### src/rtl/status_flag_if.sv
// Pipeline-side bundle for the status flag unit.
// The pipeline (master) drives the EX commit, explicit write and ID issue
// strobes; the flag unit (slave) returns the NZCV vector, hazard and counter.
// Strobe semantics: every strobe (ex_valid, wr_en, id_issue) is a single-cycle
// qualifier sampled on the rising clock edge. There is no backpressure path.
// stall gates all EX/ID updates. flush only clears the pending count.
interface status_flag_if #(
  parameter int PEND_W = 2
);
  logic              stall;
  logic              flush;
  logic              ex_valid;
  logic              ex_s_bit;
  logic              ex_cond_pass;
  logic [3:0]        alu_flags;
  logic              wr_en;
  logic [3:0]        wr_mask;
  logic [3:0]        wr_data;
  logic              id_issue;
  logic              id_flag_setter;
  logic              id_needs_flags;
  logic [3:0]        status_out;
  logic              flag_hazard;
  logic [PEND_W-1:0] pending_cnt;
  logic              cnt_err;

  modport master (
    output stall, flush, ex_valid, ex_s_bit, ex_cond_pass, alu_flags,
           wr_en, wr_mask, wr_data, id_issue, id_flag_setter, id_needs_flags,
    input  status_out, flag_hazard, pending_cnt, cnt_err
  );

  modport slave (
    input  stall, flush, ex_valid, ex_s_bit, ex_cond_pass, alu_flags,
           wr_en, wr_mask, wr_data, id_issue, id_flag_setter, id_needs_flags,
    output status_out, flag_hazard, pending_cnt, cnt_err
  );
endinterface

### src/rtl/status_flag_unit.sv
// NZCV status flag register with masked explicit writes and a counter of
// in-flight flag-setting instructions used to stall conditional decode.
// Optional macro STATUS_BYPASS_EN: forward the next-state flags to
// status_out combinationally and drop the hazard when the last pending
// setter retires in the current cycle.
module status_flag_unit #(
  parameter int         PEND_W      = 2,
  parameter logic [3:0] RESET_FLAGS = 4'b0000
) (
  input  logic          clk,
  input  logic          rst_n,
  status_flag_if.slave  bus
);
  localparam logic [PEND_W-1:0] MAX_PEND = '1;
  localparam logic [PEND_W-1:0] ONE_PEND = PEND_W'(1);

  logic [3:0]        flags_q;
  logic [3:0]        flags_d;
  logic [PEND_W-1:0] cnt_q;
  logic              err_q;
  logic              retire;
  logic              commit;
  logic              inc;
  logic              dec;

  // An EX setter retires even when its condition fails; only commit writes flags.
  assign retire = bus.ex_valid & bus.ex_s_bit & ~bus.stall;
  assign commit = retire & bus.ex_cond_pass;
  assign inc    = bus.id_issue & bus.id_flag_setter & ~bus.stall & ~bus.flush;
  assign dec    = retire;

  // Next-state flags: ALU result first, then explicit write overrides masked bits.
  always_comb begin
    flags_d = flags_q;
    if (commit) begin
      flags_d = bus.alu_flags;
    end
    if (bus.wr_en && !bus.stall) begin
      flags_d = (flags_d & ~bus.wr_mask) | (bus.wr_data & bus.wr_mask);
    end
  end

  // Flag register; flags_d already equals flags_q while stalled.
  always_ff @(posedge clk or negedge rst_n) begin
    if (!rst_n) begin
      flags_q <= RESET_FLAGS;
    end else begin
      flags_q <= flags_d;
    end
  end

  // Pending setter counter with saturation and a sticky misuse flag.
  always_ff @(posedge clk or negedge rst_n) begin
    if (!rst_n) begin
      cnt_q <= '0;
      err_q <= 1'b0;
    end else if (bus.flush) begin
      // Younger setters are gone; the retiring EX one no longer matters either.
      cnt_q <= '0;
    end else if (inc && !dec) begin
      if (cnt_q == MAX_PEND) begin
        err_q <= 1'b1;
      end else begin
        cnt_q <= cnt_q + ONE_PEND;
      end
    end else if (dec && !inc) begin
      if (cnt_q == '0) begin
        err_q <= 1'b1;
      end else begin
        cnt_q <= cnt_q - ONE_PEND;
      end
    end
  end

  assign bus.pending_cnt = cnt_q;
  assign bus.cnt_err     = err_q;

`ifdef STATUS_BYPASS_EN
  assign bus.status_out  = flags_d;
  assign bus.flag_hazard = bus.id_needs_flags & (cnt_q != '0) &
                           ~((cnt_q == ONE_PEND) & retire);
`else
  assign bus.status_out  = flags_q;
  assign bus.flag_hazard = bus.id_needs_flags & (cnt_q != '0);
`endif
endmodule

### src/flat_wrapper.sv
// flat-port wrapper written by rule: the top's interface ports become plain ports
module status_flag_unit_flat 
#(
  parameter int         PEND_W      = 2,
  parameter logic [3:0] RESET_FLAGS = 4'b0000
)
  (clk, rst_n, bus_stall, bus_flush, bus_ex_valid, bus_ex_s_bit, bus_ex_cond_pass, bus_alu_flags, bus_wr_en, bus_wr_mask, bus_wr_data, bus_id_issue, bus_id_flag_setter, bus_id_needs_flags, bus_status_out, bus_flag_hazard, bus_pending_cnt, bus_cnt_err);
  status_flag_if #(.PEND_W(PEND_W)) bus_i ();
  input  logic clk;
  input  logic rst_n;
  input wire logic [$bits(bus_i.stall)-1:0] bus_stall;
  input wire logic [$bits(bus_i.flush)-1:0] bus_flush;
  input wire logic [$bits(bus_i.ex_valid)-1:0] bus_ex_valid;
  input wire logic [$bits(bus_i.ex_s_bit)-1:0] bus_ex_s_bit;
  input wire logic [$bits(bus_i.ex_cond_pass)-1:0] bus_ex_cond_pass;
  input wire logic [$bits(bus_i.alu_flags)-1:0] bus_alu_flags;
  input wire logic [$bits(bus_i.wr_en)-1:0] bus_wr_en;
  input wire logic [$bits(bus_i.wr_mask)-1:0] bus_wr_mask;
  input wire logic [$bits(bus_i.wr_data)-1:0] bus_wr_data;
  input wire logic [$bits(bus_i.id_issue)-1:0] bus_id_issue;
  input wire logic [$bits(bus_i.id_flag_setter)-1:0] bus_id_flag_setter;
  input wire logic [$bits(bus_i.id_needs_flags)-1:0] bus_id_needs_flags;
  output wire logic [$bits(bus_i.status_out)-1:0] bus_status_out;
  output wire logic [$bits(bus_i.flag_hazard)-1:0] bus_flag_hazard;
  output wire logic [$bits(bus_i.pending_cnt)-1:0] bus_pending_cnt;
  output wire logic [$bits(bus_i.cnt_err)-1:0] bus_cnt_err;
  assign bus_i.stall = bus_stall;
  assign bus_i.flush = bus_flush;
  assign bus_i.ex_valid = bus_ex_valid;
  assign bus_i.ex_s_bit = bus_ex_s_bit;
  assign bus_i.ex_cond_pass = bus_ex_cond_pass;
  assign bus_i.alu_flags = bus_alu_flags;
  assign bus_i.wr_en = bus_wr_en;
  assign bus_i.wr_mask = bus_wr_mask;
  assign bus_i.wr_data = bus_wr_data;
  assign bus_i.id_issue = bus_id_issue;
  assign bus_i.id_flag_setter = bus_id_flag_setter;
  assign bus_i.id_needs_flags = bus_id_needs_flags;
  assign bus_status_out = bus_i.status_out;
  assign bus_flag_hazard = bus_i.flag_hazard;
  assign bus_pending_cnt = bus_i.pending_cnt;
  assign bus_cnt_err = bus_i.cnt_err;
  status_flag_unit #(.PEND_W(PEND_W), .RESET_FLAGS(RESET_FLAGS)) u_core (.clk(clk), .rst_n(rst_n), .bus(bus_i));
endmodule
### config.mk
export PLATFORM = sky130hd
export DESIGN_NAME = status_flag_unit_flat
export DESIGN_NICKNAME = d
export VERILOG_FILES = /design/src/rtl/status_flag_if.sv /design/src/rtl/status_flag_unit.sv /design/src/flat_wrapper.sv
export SDC_FILE = /design/constraint.sdc
export NUM_CORES = 1
export LEC_CHECK = 0
export CORE_AREA = 3 3 41 43
export DETAILED_ROUTE_END_ITERATION = 7
export DIE_AREA = 0 0 44 46
export GPL_ROUTABILITY_DRIVEN = 1
export GPL_TIMING_DRIVEN = 0
export HOLD_SLACK_MARGIN = 0.12
export PLACE_DENSITY = 0.86
export SKIP_CTS_REPAIR_TIMING = 1
export SLEW_MARGIN = 0
export SYNTH_ARGS = -nofsm -noshare
export SYNTH_HDL_FRONTEND = slang
export SYNTH_SLANG_ARGS = --single-unit
### constraint.sdc
create_clock -name clk -period 2.2 [get_ports clk]
set_input_delay 0.55 -clock clk [delete_from_list [all_inputs] [get_ports clk]]
set_output_delay 0.55 -clock clk [all_outputs]
set_load 0.01 [all_outputs]
* Yosys cells after proc, flatten, opt, wreduce, memory -nomap -nowiden
Cells that the tools add are included.
Storage, ports and cells: register bits 7, bits of input ports 23, output and inout bits 8, logic and storage cells 46
Operators by class: $add $sub $neg 2, equal/unequal tests 4, muxes and demuxes 11, bitwise gates (word level) 13, reductions and logical operators 13
Operators by type and width (number):
- $mux W2 | 5
- $and A4 B4 Y4 | 2
- $mux W4 | 2
- $and A1 B1 Y1 | 7
- $reduce_bool A2 Y1 | 3
- $mux W1 | 4
- $not A4 Y4 | 1
- $or A4 B4 Y4 | 1
- $reduce_and A4 Y1 | 1
- $logic_and A1 B1 Y1 | 3
- $logic_not A1 Y1 | 3
- $ne A3 B2 Y1 const B | 1
- $ne A3 B3 Y1 const B | 1
- $reduce_and A3 Y1 | 1
- $reduce_bool A3 Y1 | 1
- $add A2 B1 Y2 const B | 1
- $eq A2 B2 Y1 const B | 1
- $logic_not A2 Y1 | 1
- $ne A2 B2 Y1 const B | 1
- $not A1 Y1 | 2
- $sub A2 B1 Y2 const B | 1

* Longest topological paths before layout
depth after elaboration 8, mapped depth 7, mapped depth without buffers 7

* Worst setup path after synthesis
Ideal clock, no wire load.
path type input port to flip-flop, start input port bus_ex_valid, end register u_core.cnt_q[1] (netlist: u_core.bus.pending_cnt[1]), library setup time 0.082 ns, arrival time 1.601 ns, required time 2.118 ns, path slack 0.517 ns, stages 6, path buffers 0, path through nand2_1 > nor2_1 > inv_1 > ha_1 > or4_1 > a31oi_1
On the way: longest elaborated chain between the ends 6, elaborated cells between the ends (all ways) 11, classes of those cells eq/ne (2); mux (2); bitwise (2); reduce/logical (5)
Ends and longest elaborated chain:
- from (decl) | line flat_wrapper.sv:13 | input wire logic [$bits(bus_i.ex_valid)-1:0] bus_ex_valid;
- $and A1 B1 Y1 (*) (2 in series) | line status_flag_unit.sv:27 | assign retire = bus.ex_valid & bus.ex_s_bit & ~bus.stall;
- $logic_not A1 Y1 | line status_flag_unit.sv:60 | end else if (inc && !dec) begin
- $logic_and A1 B1 Y1 | line status_flag_unit.sv:60
- $ne A3 B3 Y1 (no line) (tied with other cells)
- $reduce_and A3 Y1 (no line) or $mux W2 (tied branches)
- to (signal assigned) | line status_flag_unit.sv:64 | cnt_q <= cnt_q + ONE_PEND;
- to (signal assigned) | line status_flag_unit.sv:70 | cnt_q <= cnt_q - ONE_PEND;
- to (decl) | line status_flag_unit.sv:19 | logic [PEND_W-1:0] cnt_q;
Mark *: on every way between the ends. The rest lies on a longest branch, timed or not. A chain may end at the register's enable or synchronous reset.

* Worst setup path in the final report
Ends and elaborated chain as after synthesis.

==> reports/summary.txt <==
Worst VDD drop - 0.342 mV
Syn Nets - 73
Ant diodes - 0
Num CTS Buffers - 3
Post-synth cell types - 20
Initial DRC count - 8
Io pins - 31
HP Class - reg2reg
Simple-gate portion of the synthesized area - 0.215
Largest net degree at the start of global routing - 9
Switching Fraction - 0.247
Worst Hold Path EP - u_core.bus.cnt_err
Detail Route Antenna Nets - 0
Clk buf depth - 2
Overall Power - 417 µW
CP startpoint kind - primary input
Outcome - finished, final reports clean
Placer congestion estimate - 0.733
Crit. Startpoint - bus_ex_valid
Max Cap Violations - 0
DRC viols - 0
Core ar. - 0.00133 mm²
Commonest non-fill, non-tap cells in the layout - clkdlybuf4s50_1, nand2_1, dfrtp_1
Layout Nets - 108
Slew headroom - 0.776
Reg2reg start - u_core.bus.pending_cnt[1]
Clock power frac - 0.296
Req. time, crit path - 2390 ps
Final Max Tran Viols - 0
Flop2flop setup slack - 990 ps
Final instance area - 831 µm²
Commonest non-fill, non-tap cell in the layout - clkdlybuf4s50_1
Vias/cell - 4.77
Synth Area in Compound Gates - 0.0855
FP Rows - 13
RSZ-0062 raised after global routing - false
# H-tree levels - 1
Final setup violation count - 0
Reg clk slew, reported paths - 50 ps
Synth Area in Adders - 0.0777
Number of buffers added on ports - 30
Mapped cell area - 483 µm²
Power per cell area - 502 mW/mm²
Syn. warnings - 0
Hold wc startpoint - u_core.bus.cnt_err
Yosys reg bits - 7
Die Span Y - 46 µm
Root buffer cell - clkbuf_4
Worst Hold Slack - 454 ps
Final Hold Fails - 0
Die extent in x - 44 µm
Total GRT Usage - 0.144
Pre-CTS setup slack - -168 ps
Psw - 103 µW
CTS tree - yes
Worst hold stages - 1
Dpl hpwl - 973 µm
F_max - 477 MHz
Post-layout util - 0.623
Setup ws final - 104 ps
Starting Density - 0.362
Syn-to-layout area delta - 72.0%
Worst Reg-to-Reg Cells - 2
Sequential fraction of the synthesis area - 0.363
Clock tree sinks - 7
Final wirelength - 1200 µm
Slew @ Worst Pin - 335 ps
Final min period - 2100 ps
Routed via count - 458
First-pass GRT wire length - 1970 µm
Crit path kind - in2reg
FILL cells - 124
Die area - 0.00202 mm²
CP arrival - 2280 ps
Worst-Skew Late Latency - 260 ps
Initial antenna violation count - 0
Pint - 314 µW
Total congestion overflow - 0
Final period utilization - 0.953
CP Capture Type - flip-flop
Fraction of layout cells with a size suffix above 1 - 0.173
Drt first pass iters - 2
Fin Clk Skew - 1.45 ps
Leakage power - 0.379 nW
Capturing point of the worst reg2reg path - u_core.bus.pending_cnt[1]
Post-synthesis mux area share - 0.218
Avg Cell Area, Syn - 10.3 µm²
XOR/XNOR Fraction of Synth Area - 0.0181
Number of global-route vias before repair - 461
DR WL/cell - 12.5 µm
Main combinational cell family by area after synthesis - multiplexers
Dpl cell area - 802 µm²
Critical path peak fanout - 5
Comb pwr share - 0.338
Post-Synthesis Cells - 47
Reg power frac - 0.366
## power groups by stage
| stage | clock, mW | sequential [mW] | combinational, mW |
|---|---|---|---|
| 6_report | 0.123 | 0.153 | 0.141 |
| 3_5_place_dp | 0 | 0.155 | 0.142 |
| 4_1_cts | 0.130 | 0.153 | 0.143 |
| 3_3_place_gp | 0 | 0.154 | 0.140 |
| 5_1_grt | 0.137 | 0.156 | 0.152 |
| 2_1_floorplan | 0 | 0.163 | 0.0507 |
## worst max path at each step
stage / endpoint / slack (ps) / cells past startpoint
6_report: u_core.bus.pending_cnt[1] / 100 / 7
3_5_place_dp: u_core.bus.pending_cnt[1] / -170 / 7
4_1_cts: bus_flag_hazard / -9 / 3
5_1_grt: u_core.bus.pending_cnt[1] / 3 / 7
3_3_place_gp: u_core.bus.pending_cnt[1] / -100 / 7
2_1_floorplan: u_core.bus.pending_cnt[1] / 520 / 6
## logic make-up (layout without fill, tap and decap cells)
kind of cell / count (synthesis) / in the layout
xor gates and xnor gates: 1 / 1
and+or+nand+nor: 18 / 18
DFF: 7 / 7
AOI/OAI and AO/OA: 7 / 7
adders and majority gates: 3 / 3
buffers and inverters: 3 / 37
muxes: 8 / 8
## critical path: stages
cell and delay [ps]:
clkdlybuf4s50_1 530, nand2_1 80, nor2_1 150, inv_1 90
ha_1 250, or4_1 470, a31oi_1 160
## metrics by stage
step | std cells | setup TNS, ps
2_1_floorplan | 47 | 0
3_3_place_gp | 92 | -133
3_5_place_dp | 92 | -276
4_1_cts | 96 | -8.96
5_1_grt | 96 | 0
6_report | 96 | 0
## sequential cells by signal, summed over array words and instances (netlist names)
register,flops
u_core.bus.cnt_err,1
u_core.bus.pending_cnt,2
u_core.bus.status_out,4
## per-layer routing
metal,global-route usage,vias up,share of wire
met5,0,-,0
met4,0.0723,0,0.022
met3,0.0751,5,0.097
met2,0.230,18,0.49
met1,0.156,205,0.39
li1,-,230,-
## cell usage after synthesis (all sizes together)
master / count / area share
nor3: 1 / 0.010
xor2: 1 / 0.018
a31oi: 1 / 0.013
and2b: 1 / 0.018
or4: 1 / 0.016
ha: 3 / 0.078
nor2: 4 / 0.031
nand3: 1 / 0.010
a21o: 1 / 0.016
nand2: 7 / 0.054
a21oi: 1 / 0.010
nand4b: 1 / 0.049
or2: 1 / 0.013
o21a: 1 / 0.016
mux2: 8 / 0.22
inv: 3 / 0.023
o21ai: 3 / 0.031
dfrtp: 7 / 0.36
and3: 1 / 0.013
## final cells by class
class / count / area (µm²) / share of cell area
clock buffer: 4 / 26.3 / 0.0316
inverter: 3 / 11.3 / 0.0136
multi-input combinational: 37 / 297 / 0.357
sequential: 7 / 175 / 0.211
tap: 15 / 18.8 / 0.0226
timing repair buffer: 30 / 303 / 0.364
Power figures use the tool's default switching activity.
